===== src/rtl/mp_pkg.sv =====
// Shared types for the pooling/unpooling engines: pixel format, row FSM states
// and counter widths derived from the map dimension.
package mp_pkg;

    typedef logic signed [7:0] pixel_t;

    typedef enum logic {
        S_ROW_A = 1'b0,
        S_ROW_B = 1'b1
    } state_t;

    localparam int IN_DIM_DEFAULT = 14;

    typedef logic [$clog2(IN_DIM_DEFAULT)-1:0]                  idx_t;
    typedef logic [$clog2(4*IN_DIM_DEFAULT*IN_DIM_DEFAULT):0]   count_t;

    function automatic int idx_width(input int dim);
        return (dim > 1) ? $clog2(dim) : 1;
    endfunction

    function automatic int count_width(input int dim);
        return $clog2(4*dim*dim) + 1;
    endfunction

endpackage


===== src/rtl/upsample_row_buffer.sv =====
// One-row line buffer: simple dual-port memory with a registered read port.
// Storage is intentionally not reset so it maps onto block RAM.
module upsample_row_buffer
    import mp_pkg::*;
#(
    parameter int DEPTH = IN_DIM_DEFAULT,
    parameter int AW    = idx_width(IN_DIM_DEFAULT)
) (
    input  logic          clk,
    input  logic          wr_en,
    input  logic [AW-1:0] wr_addr,
    input  pixel_t        wr_data,
    input  logic          rd_en,
    input  logic [AW-1:0] rd_addr,
    output pixel_t        rd_data
);

    pixel_t mem [DEPTH];

    always_ff @(posedge clk) begin
        if (wr_en) begin
            mem[wr_addr] <= wr_data;
        end
        if (rd_en) begin
            rd_data <= mem[rd_addr];
        end
    end

endmodule


===== src/rtl/upsample_engine.sv =====
// Nearest-neighbour 2x upsampler: each input pixel is emitted twice on its row
// pass (S_ROW_A), then the buffered row is replayed twice-per-pixel (S_ROW_B).
module upsample_engine
    import mp_pkg::*;
#(
    parameter  int IN_DIM  = IN_DIM_DEFAULT,
    localparam int OUT_DIM = 2*IN_DIM
) (
    input  logic   clk,
    input  logic   rst,
    input  logic   valid_in,
    input  pixel_t pixel_in,
    output logic   in_ready,
    output logic   valid_out,
    output pixel_t pixel_out,
    output logic   all_done
);

    localparam int IDX_W = idx_width(IN_DIM);
    localparam int CNT_W = count_width(IN_DIM);
    localparam int TOTAL = OUT_DIM*OUT_DIM;

    localparam logic [IDX_W-1:0] LAST_IDX = IDX_W'(IN_DIM-1);
    localparam logic [CNT_W-1:0] LAST_CNT = CNT_W'(TOTAL-1);

    state_t             state_reg, state_next;
    logic [IDX_W-1:0]   col_reg, col_next;
    logic [IDX_W-1:0]   row_reg, row_next;
    logic               dup_reg, dup_next;
    pixel_t             hold_reg, hold_next;
    logic               valid_out_reg, valid_out_next;
    pixel_t             pixel_out_reg, pixel_out_next;
    logic [CNT_W-1:0]   out_count_reg, out_count_next;
    logic               all_done_reg, all_done_next;

    logic               buf_wr_en;
    logic               buf_rd_en;
    logic [IDX_W-1:0]   buf_rd_addr;
    pixel_t             buf_rd_data;

    upsample_row_buffer #(
        .DEPTH (IN_DIM),
        .AW    (IDX_W)
    ) u_row_buffer (
        .clk     (clk),
        .wr_en   (buf_wr_en),
        .wr_addr (col_reg),
        .wr_data (pixel_in),
        .rd_en   (buf_rd_en),
        .rd_addr (buf_rd_addr),
        .rd_data (buf_rd_data)
    );

    assign in_ready  = (state_reg == S_ROW_A) && !dup_reg;
    assign valid_out = valid_out_reg;
    assign pixel_out = pixel_out_reg;
    assign all_done  = all_done_reg;

    always_comb begin
        state_next     = state_reg;
        col_next       = col_reg;
        row_next       = row_reg;
        dup_next       = dup_reg;
        hold_next      = hold_reg;
        valid_out_next = 1'b0;
        pixel_out_next = pixel_out_reg;
        out_count_next = out_count_reg;
        all_done_next  = all_done_reg;
        buf_wr_en      = 1'b0;
        buf_rd_en      = 1'b0;
        buf_rd_addr    = col_reg;

        case (state_reg)
            S_ROW_A: begin
                if (dup_reg) begin
                    valid_out_next = 1'b1;
                    pixel_out_next = hold_reg;
                    dup_next       = 1'b0;
                    if (col_reg == LAST_IDX) begin
                        // Prefetch buf[0] now so the replay pass starts without a bubble.
                        col_next    = '0;
                        state_next  = S_ROW_B;
                        buf_rd_en   = 1'b1;
                        buf_rd_addr = '0;
                    end else begin
                        col_next = col_reg + IDX_W'(1);
                    end
                end else if (valid_in) begin
                    buf_wr_en      = 1'b1;
                    hold_next      = pixel_in;
                    valid_out_next = 1'b1;
                    pixel_out_next = pixel_in;
                    dup_next       = 1'b1;
                end
            end
            S_ROW_B: begin
                valid_out_next = 1'b1;
                pixel_out_next = buf_rd_data;
                if (!dup_reg) begin
                    dup_next = 1'b1;
                end else if (col_reg == LAST_IDX) begin
                    col_next   = '0;
                    dup_next   = 1'b0;
                    state_next = S_ROW_A;
                    row_next   = (row_reg == LAST_IDX) ? '0 : row_reg + IDX_W'(1);
                end else begin
                    // Fetch the next column one cycle ahead of its first copy.
                    dup_next    = 1'b0;
                    col_next    = col_reg + IDX_W'(1);
                    buf_rd_en   = 1'b1;
                    buf_rd_addr = col_reg + IDX_W'(1);
                end
            end
            default: begin
                state_next = S_ROW_A;
            end
        endcase

        if (valid_out_reg) begin
            if (out_count_reg == LAST_CNT) begin
                out_count_next = '0;
                all_done_next  = 1'b1;
            end else begin
                out_count_next = out_count_reg + CNT_W'(1);
            end
        end
    end

    always_ff @(posedge clk) begin
        if (rst) begin
            state_reg     <= S_ROW_A;
            col_reg       <= '0;
            row_reg       <= '0;
            dup_reg       <= 1'b0;
            hold_reg      <= '0;
            valid_out_reg <= 1'b0;
            pixel_out_reg <= '0;
            out_count_reg <= '0;
            all_done_reg  <= 1'b0;
        end else begin
            state_reg     <= state_next;
            col_reg       <= col_next;
            row_reg       <= row_next;
            dup_reg       <= dup_next;
            hold_reg      <= hold_next;
            valid_out_reg <= valid_out_next;
            pixel_out_reg <= pixel_out_next;
            out_count_reg <= out_count_next;
            all_done_reg  <= all_done_next;
        end
    end

endmodule


===== config.mk =====
export PLATFORM = sky130hd
export DESIGN_NAME = upsample_engine
export DESIGN_NICKNAME = d
export VERILOG_FILES = /design/src/rtl/mp_pkg.sv /design/src/rtl/upsample_row_buffer.sv /design/src/rtl/upsample_engine.sv
export SDC_FILE = /design/constraint.sdc
export NUM_CORES = 1
export LEC_CHECK = 0
export ABC_CLOCK_PERIOD_IN_PS = 4000
export CAP_MARGIN = 20
export CELL_PAD_IN_SITES_DETAIL_PLACEMENT = 2
export CELL_PAD_IN_SITES_GLOBAL_PLACEMENT = 2
export CORE_MARGIN = 2
export CORE_UTILIZATION = 45
export DETAILED_ROUTE_END_ITERATION = 16
export HOLD_SLACK_MARGIN = 0.12
export PLACE_DENSITY_LB_ADDON = 0.15
export SLEW_MARGIN = 5
export SYNTH_ARGS = -nofsm -noshare
export SYNTH_HDL_FRONTEND = slang
export SYNTH_HIERARCHICAL = 1
export SYNTH_SLANG_ARGS = --single-unit

===== constraint.sdc =====
create_clock -name clk -period 4 [get_ports clk]
set_input_delay 0.8 -clock clk [delete_from_list [all_inputs] [get_ports clk]]
set_output_delay 0.8 -clock clk [all_outputs]
set_load 0.02 [all_outputs]

Word-level counts from Yosys, hierarchy flattened
Memory sizes are Yosys's and may differ from the RTL's. A register that Yosys moved wholly into a read port is not among the register bits.
Index checks and enable logic that the tools add are counted.
Widths: inputs -> output; s select.
{"block": "totals", "reg_bits": 35, "ramBits": 112, "inputBits": 11, "out_inout_bits": 11, "word_cells": 47, "n_memories": 1}
{"name": "u_row_buffer.mem", "depth": 14, "width": 8, "rd": 1, "rd_ports_with_merged_regs": 1, "write_ports": 1, "line": "upsample_row_buffer.sv:18", "rtl": "pixel_t mem [DEPTH];"}
{"block": "classes", "add_sub_neg": 2, "eq_ne": 3, "n_mux": 27, "bitwise_logic": 2, "n_reduce_logical": 4}
{"op": "$mux 4", "count": 6}
{"op": "$mux 8", "count": 2}
{"op": "$pmux 8 s2", "count": 1}
{"op": "$mux 1", "count": 12}
{"op": "$add 11x1->11 const B", "count": 1}
{"op": "$eq 11x10->1 const B", "count": 1}
{"op": "$mux 11", "count": 1}
{"op": "$pmux 1 s2", "count": 4}
{"op": "$pmux 4 s2", "count": 1}
{"op": "$add 4x1->4 const B", "count": 1}
{"op": "$eq 4x4->1 const B", "count": 1}
{"op": "$ne 3x3->1 const B", "count": 1}
{"op": "$reduce_and 3->1", "count": 1}
{"op": "$not 1->1", "count": 2}
{"op": "$reduce_and 2->1", "count": 1}
{"op": "$logic_and 1x1->1", "count": 1}
{"op": "$logic_not 1->1", "count": 1}

Depth between registers and ports, before layout
{"block": "logic_depth", "ltp_word": 5, "mapped_depth": 12, "ltp_nobuf": 10}

By module
The synthesis kept the hierarchy.
{"mod": "upsample_row_buffer", "instances": 1, "cells_per_inst": 210, "area_per_inst_um2": 4687.0, "seq_area_each_um2": 3603.5}
{"mod": "upsample_engine", "instances": 1, "cells_per_inst": 189, "area_per_inst_um2": 1731.7, "seq_area_each_um2": 700.7}

Worst setup path after synthesis
OpenSTA, ideal clock, no wires.
{"block": "synth_path", "kind": "register -> register", "start": "reg col_reg[0]", "end": "reg u_row_buffer.rd_data[0], read port of u_row_buffer.mem, data pin", "setup_ns": 0.269, "t_arrival_ns": 2.697, "t_required_ns": 3.731, "slack_ns": 1.033, "path_stages_with_launch": 12, "n_path_buf": 2, "period_less_slack_ns": 2.967, "cell_sequence": "dfxtp_1 > ha_1 > nand3_1 > ha_1 > inv_1 > mux2i_1 > a21oi_1 > buf_6 > buf_6 > mux4_1 > o22ai_1 > a21oi_1"}
{"block": "synth_between", "elab_chain_cells": 4, "word_cells_on_any_way": 12, "cone_classes": "add/sub (1); eq/ne (1); mux (10)"}
{"element": "from (decl)", "line": "upsample_engine.sv:27", "rtl": "logic [IDX_W-1:0] col_reg, col_next;"}
{"element": "from (signal assigned)", "line": "upsample_engine.sv:142", "rtl": "col_reg <= col_next;"}
{"element": "$add 4x1->4 or $eq 4x4->1 (tied branches)", "line": "upsample_engine.sv:111, upsample_engine.sv:79, upsample_engine.sv:101"}
{"element": "$mux 4 (on tied branches)", "line": "upsample_engine.sv:101, upsample_engine.sv:79"}
{"element": "$mux 4 (on tied branches)", "line": "upsample_engine.sv:99, upsample_engine.sv:75"}
{"element": "$pmux 4 s2 (*)", "line": "upsample_engine.sv:73", "rtl": "case (state_reg)"}
{"element": "via buf_rd_addr[0]", "line": "upsample_engine.sv:38", "rtl": "logic [IDX_W-1:0] buf_rd_addr;"}
{"element": "to (decl)", "line": "upsample_row_buffer.sv:15", "rtl": "output pixel_t rd_data"}
The timed path passes the listed nets; every way through them passes the cells marked *.
A chain may end at the register's enable or synchronous reset.

Worst setup path after layout
{"block": "layout_path", "start": "reg col_reg[1]", "end": "reg u_row_buffer.rd_data[1], read port of u_row_buffer.mem, data pin"}
{"block": "layout_between", "elab_chain_cells": 4, "word_cells_on_any_way": 12, "cone_classes": "add/sub (1); eq/ne (1); mux (10)"}
{"element": "$eq 4x4->1 (*)", "line": "upsample_engine.sv:79, upsample_engine.sv:101"}
{"element": "$mux 4 (on tied branches)", "line": "upsample_engine.sv:101, upsample_engine.sv:79"}
{"element": "$mux 4 (on tied branches)", "line": "upsample_engine.sv:99, upsample_engine.sv:75"}
{"element": "$pmux 4 s2 (*)", "line": "upsample_engine.sv:73"}
{"element": "via buf_rd_addr[0]", "line": "upsample_engine.sv:38"}
Marks and branches as above.

==> results.toml <==
[grt]
grt_pass1_wl_um = 22800
grt-ovfl-total = 0
antenna_found_initial = 0
grt_max_degree = 33
grt_use_total_pct = 21.2
grtUsageMet2_pct = 36.6
grt_use_met1_pct = 26.7
first_global_vias = 3918
use_met3_pct = 4.29
grt_most_used_layer = "met2"

[synthesis]
async_reset_ff_share_pct = 0
synthXorXnorAreaFrac_pct = 0.819
synth_top_family_by_area = "multiplexers"
synth-edff-count = 120
ys_seq_area_share_pct = 67.1
synth_mux_area_share_pct = 17.3
syn-cell-area_um2 = 6420
syn_avg_cell_area_um2 = 16.1
synth-main-ff-cell = "edfxtp_1"
synth.lib_cells_used.distinct = 45
synth_fa_ha_area_share_pct = 0.975
synth_nets = 415
netlist_instances = 399
synth_compound_area_share_pct = 4.58
synth_seq_cells = 155
ys_warn_count = 6
synth-simple-area-share_pct = 6.67

[clock_network]
hold_buffers = 0
cts_setup_buffers = 0
htree_levels = 4
clk_pin_slew_ps = 60
root_buffer = "clkbuf_16"
clk-insertion-delay-late_ps = 430
cts_resized = 0
clock_sinks = 155
cts_tree = "yes"
clock_path_buffers = 2
cts_buffers = 17

[run]
maxCapViolCount = 0

[placement]
place_congestion = 0.785
port_buffers = 21
dpl_worst_slack_ps = 711
dp_hpwl_um = 9780

[timing]
period_share_pct = 83.4
clock_skew_ps = 12.2
final_max_slew_viol_count = 0
fin_crit_ps = 3340
rsz0062_at_grt = "false"
setup_viol = 0
fmax_ghz = 0.300
setup_tns_ps = 0
fin_hold_ws_ps = 473
setup_slack_ps = 662
worst_pin_slew_ps = 909
slew_headroom_pct = 39.2
finalHoldViolCount = 0

[drt]
via_per_inst = 5.82
dr.pass1.iters = 4
wl_per_cell_um = 23.5
totalWireLength_um = 14900
ant_nets = 0
via_count = 3689
dr.first_iter.drc_count = 219
drc = 0

[layout]
area_growth_pct = 16.6
post_route_cells_drive_above_1_share_pct = 17.8
largest_register_ffs = 112
nFillCells = 1240
layout.nets = 457
antennaDiodeCount = 0

[floorplanning]
core_area_um2 = 13900
dieArea_um2 = 15200
die_x_um = 123
die_h_um = 123
fp-row-count = 43
io_pins = 22
start_util_pct = 46.2

[worst_hold_path]
hold_class = "register to register"

[critical_path]
cp_max_fo = 32
cp-start-kind = "register"
r2r_slack_ps = 660
critical_path_class = "register to register"
worstPathArrival_ps = 3490
end_kind = "register"
critPathRequiredTime_ps = 4160

[power]
p_per_area_nw_per_um2 = 470
power.leakage_nw = 2.48
max-vdd-ir-drop_v = 0.000396

[status]
status = "finished clean"
==> through the flow <==
step / instance area, µm² / instances / total power (W) / util [%]
floorplan: 6420 / 399 / 0.00195 / -
global placement: 6930 / 601 / 0.00203 / 49.9
detailed placement: 6930 / 601 / 0.00204 / 49.9
CTS: 7480 / 633 / 0.00355 / 53.9
global route: 7480 / 634 / 0.00362 / 53.9
finish: 7480 / 634 / 0.00352 / 53.9
==> cell families (layout without fill, tap and decap cells) <==
| logic type | count (synthesis) | count (layout) |
|---|---|---|
| compound gates | 50 | 50 |
| buf+inv | 30 | 85 |
| mux | 70 | 70 |
| fa+ha+maj | 5 | 5 |
| simple gates | 83 | 83 |
| flops | 155 | 155 |
| xor+xnor | 6 | 6 |
==> cell usage after synthesis, types with 2 or more instances <==
| cell | instances | share of area (%) |
|---|---|---|
| nand2b_1 | 4 | 0.39 |
| nand4_1 | 7 | 0.68 |
| buf_2 | 8 | 0.62 |
| or2_2 | 2 | 0.19 |
| o21ai_0 | 12 | 0.94 |
| a31oi_1 | 2 | 0.19 |
| clkbuf_1 | 8 | 0.47 |
| mux2i_1 | 30 | 4.7 |
| o22ai_1 | 10 | 0.97 |
| nand3b_1 | 2 | 0.23 |
| a21oi_1 | 19 | 1.5 |
| buf_4 | 2 | 0.23 |
| xnor2_1 | 2 | 0.27 |
| buf_6 | 4 | 0.70 |
| nor2_1 | 30 | 1.8 |
| xor2_1 | 4 | 0.55 |
| nand2_1 | 5 | 0.29 |
| or4_1 | 2 | 0.23 |
| edfxtp_1 | 120 | 56 |
| nand3_1 | 14 | 1.1 |
| ha_1 | 5 | 0.97 |
| o31ai_1 | 2 | 0.23 |
| dfxtp_1 | 35 | 11 |
| or3_1 | 4 | 0.39 |
| nor3_1 | 5 | 0.39 |
| inv_1 | 5 | 0.29 |
| mux4_1 | 23 | 9.4 |
| mux2_2 | 16 | 2.8 |
==> report_power, final <==
group	switching [W]	internal (W)
Clock	0.000651	0.000859
Sequential	0.0000167	0.00176
Combinational	0.000123	0.000109
==> path summary, 6_finish.rpt <==
check / from / endpoint / depth (start not counted)
setup / recovery: col_reg[1]$_SDFFE_PP0P_ / u_row_buffer/rd_data[1]$_DFFE_PP_ / 11
hold / removal: all_done$_SDFFE_PP0P_ / all_done$_SDFFE_PP0P_ / 1
setup reg to reg: col_reg[1]$_SDFFE_PP0P_ / u_row_buffer/rd_data[1]$_DFFE_PP_ / 11
hold reg to reg: all_done$_SDFFE_PP0P_ / all_done$_SDFFE_PP0P_ / 1
==> metal layers <==
| layer | routed length (µm) | up-vias |
|---|---|---|
| met5 | 0 | - |
| met4 | 213 | 0 |
| met3 | 387 | 22 |
| met2 | 7710 | 61 |
| met1 | 6610 | 1945 |
| li1 | - | 1661 |
==> area by class of cell <==
cell class,count,area [µm²],share of cell area (%)
repair buffers,47,415,5.55
multi-input cells,214,1970,26.3
clock buffers,19,433,5.78
well taps,180,225,3.01
clock inverters,13,116,1.55
flip-flops and latches,155,4300,57.5
inverters,6,22.5,0.301
==> critical path, cell delays in order, from the launching register on <==
cell and delay (ps):
dfxtp_1 560, inv_1 150, ha_1 270, nand3_1 150, ha_1 250, inv_1 60, mux2i_1 120, a21oi_4 220
buf_12 250, mux4_1 600, o22ai_1 330, a21oi_1 90
==> cells in the final DEF, fill, tap and decap left out, types with 7 or more instances in the layout <==
| master | instances |
|---|---|
| nand3_1 | 14 |
| clkbuf_16 | 17 |
| mux2i_1 | 30 |
| nand4_1 | 7 |
| mux2_2 | 16 |
| edfxtp_1 | 120 |
| dfxtp_1 | 35 |
| clkdlybuf4s50_1 | 21 |
| o22ai_1 | 9 |
| buf_4 | 24 |
| nor2_1 | 30 |
| a21oi_1 | 18 |
| o21ai_0 | 12 |
| mux4_1 | 23 |
(Power assumes the default switching activity.)
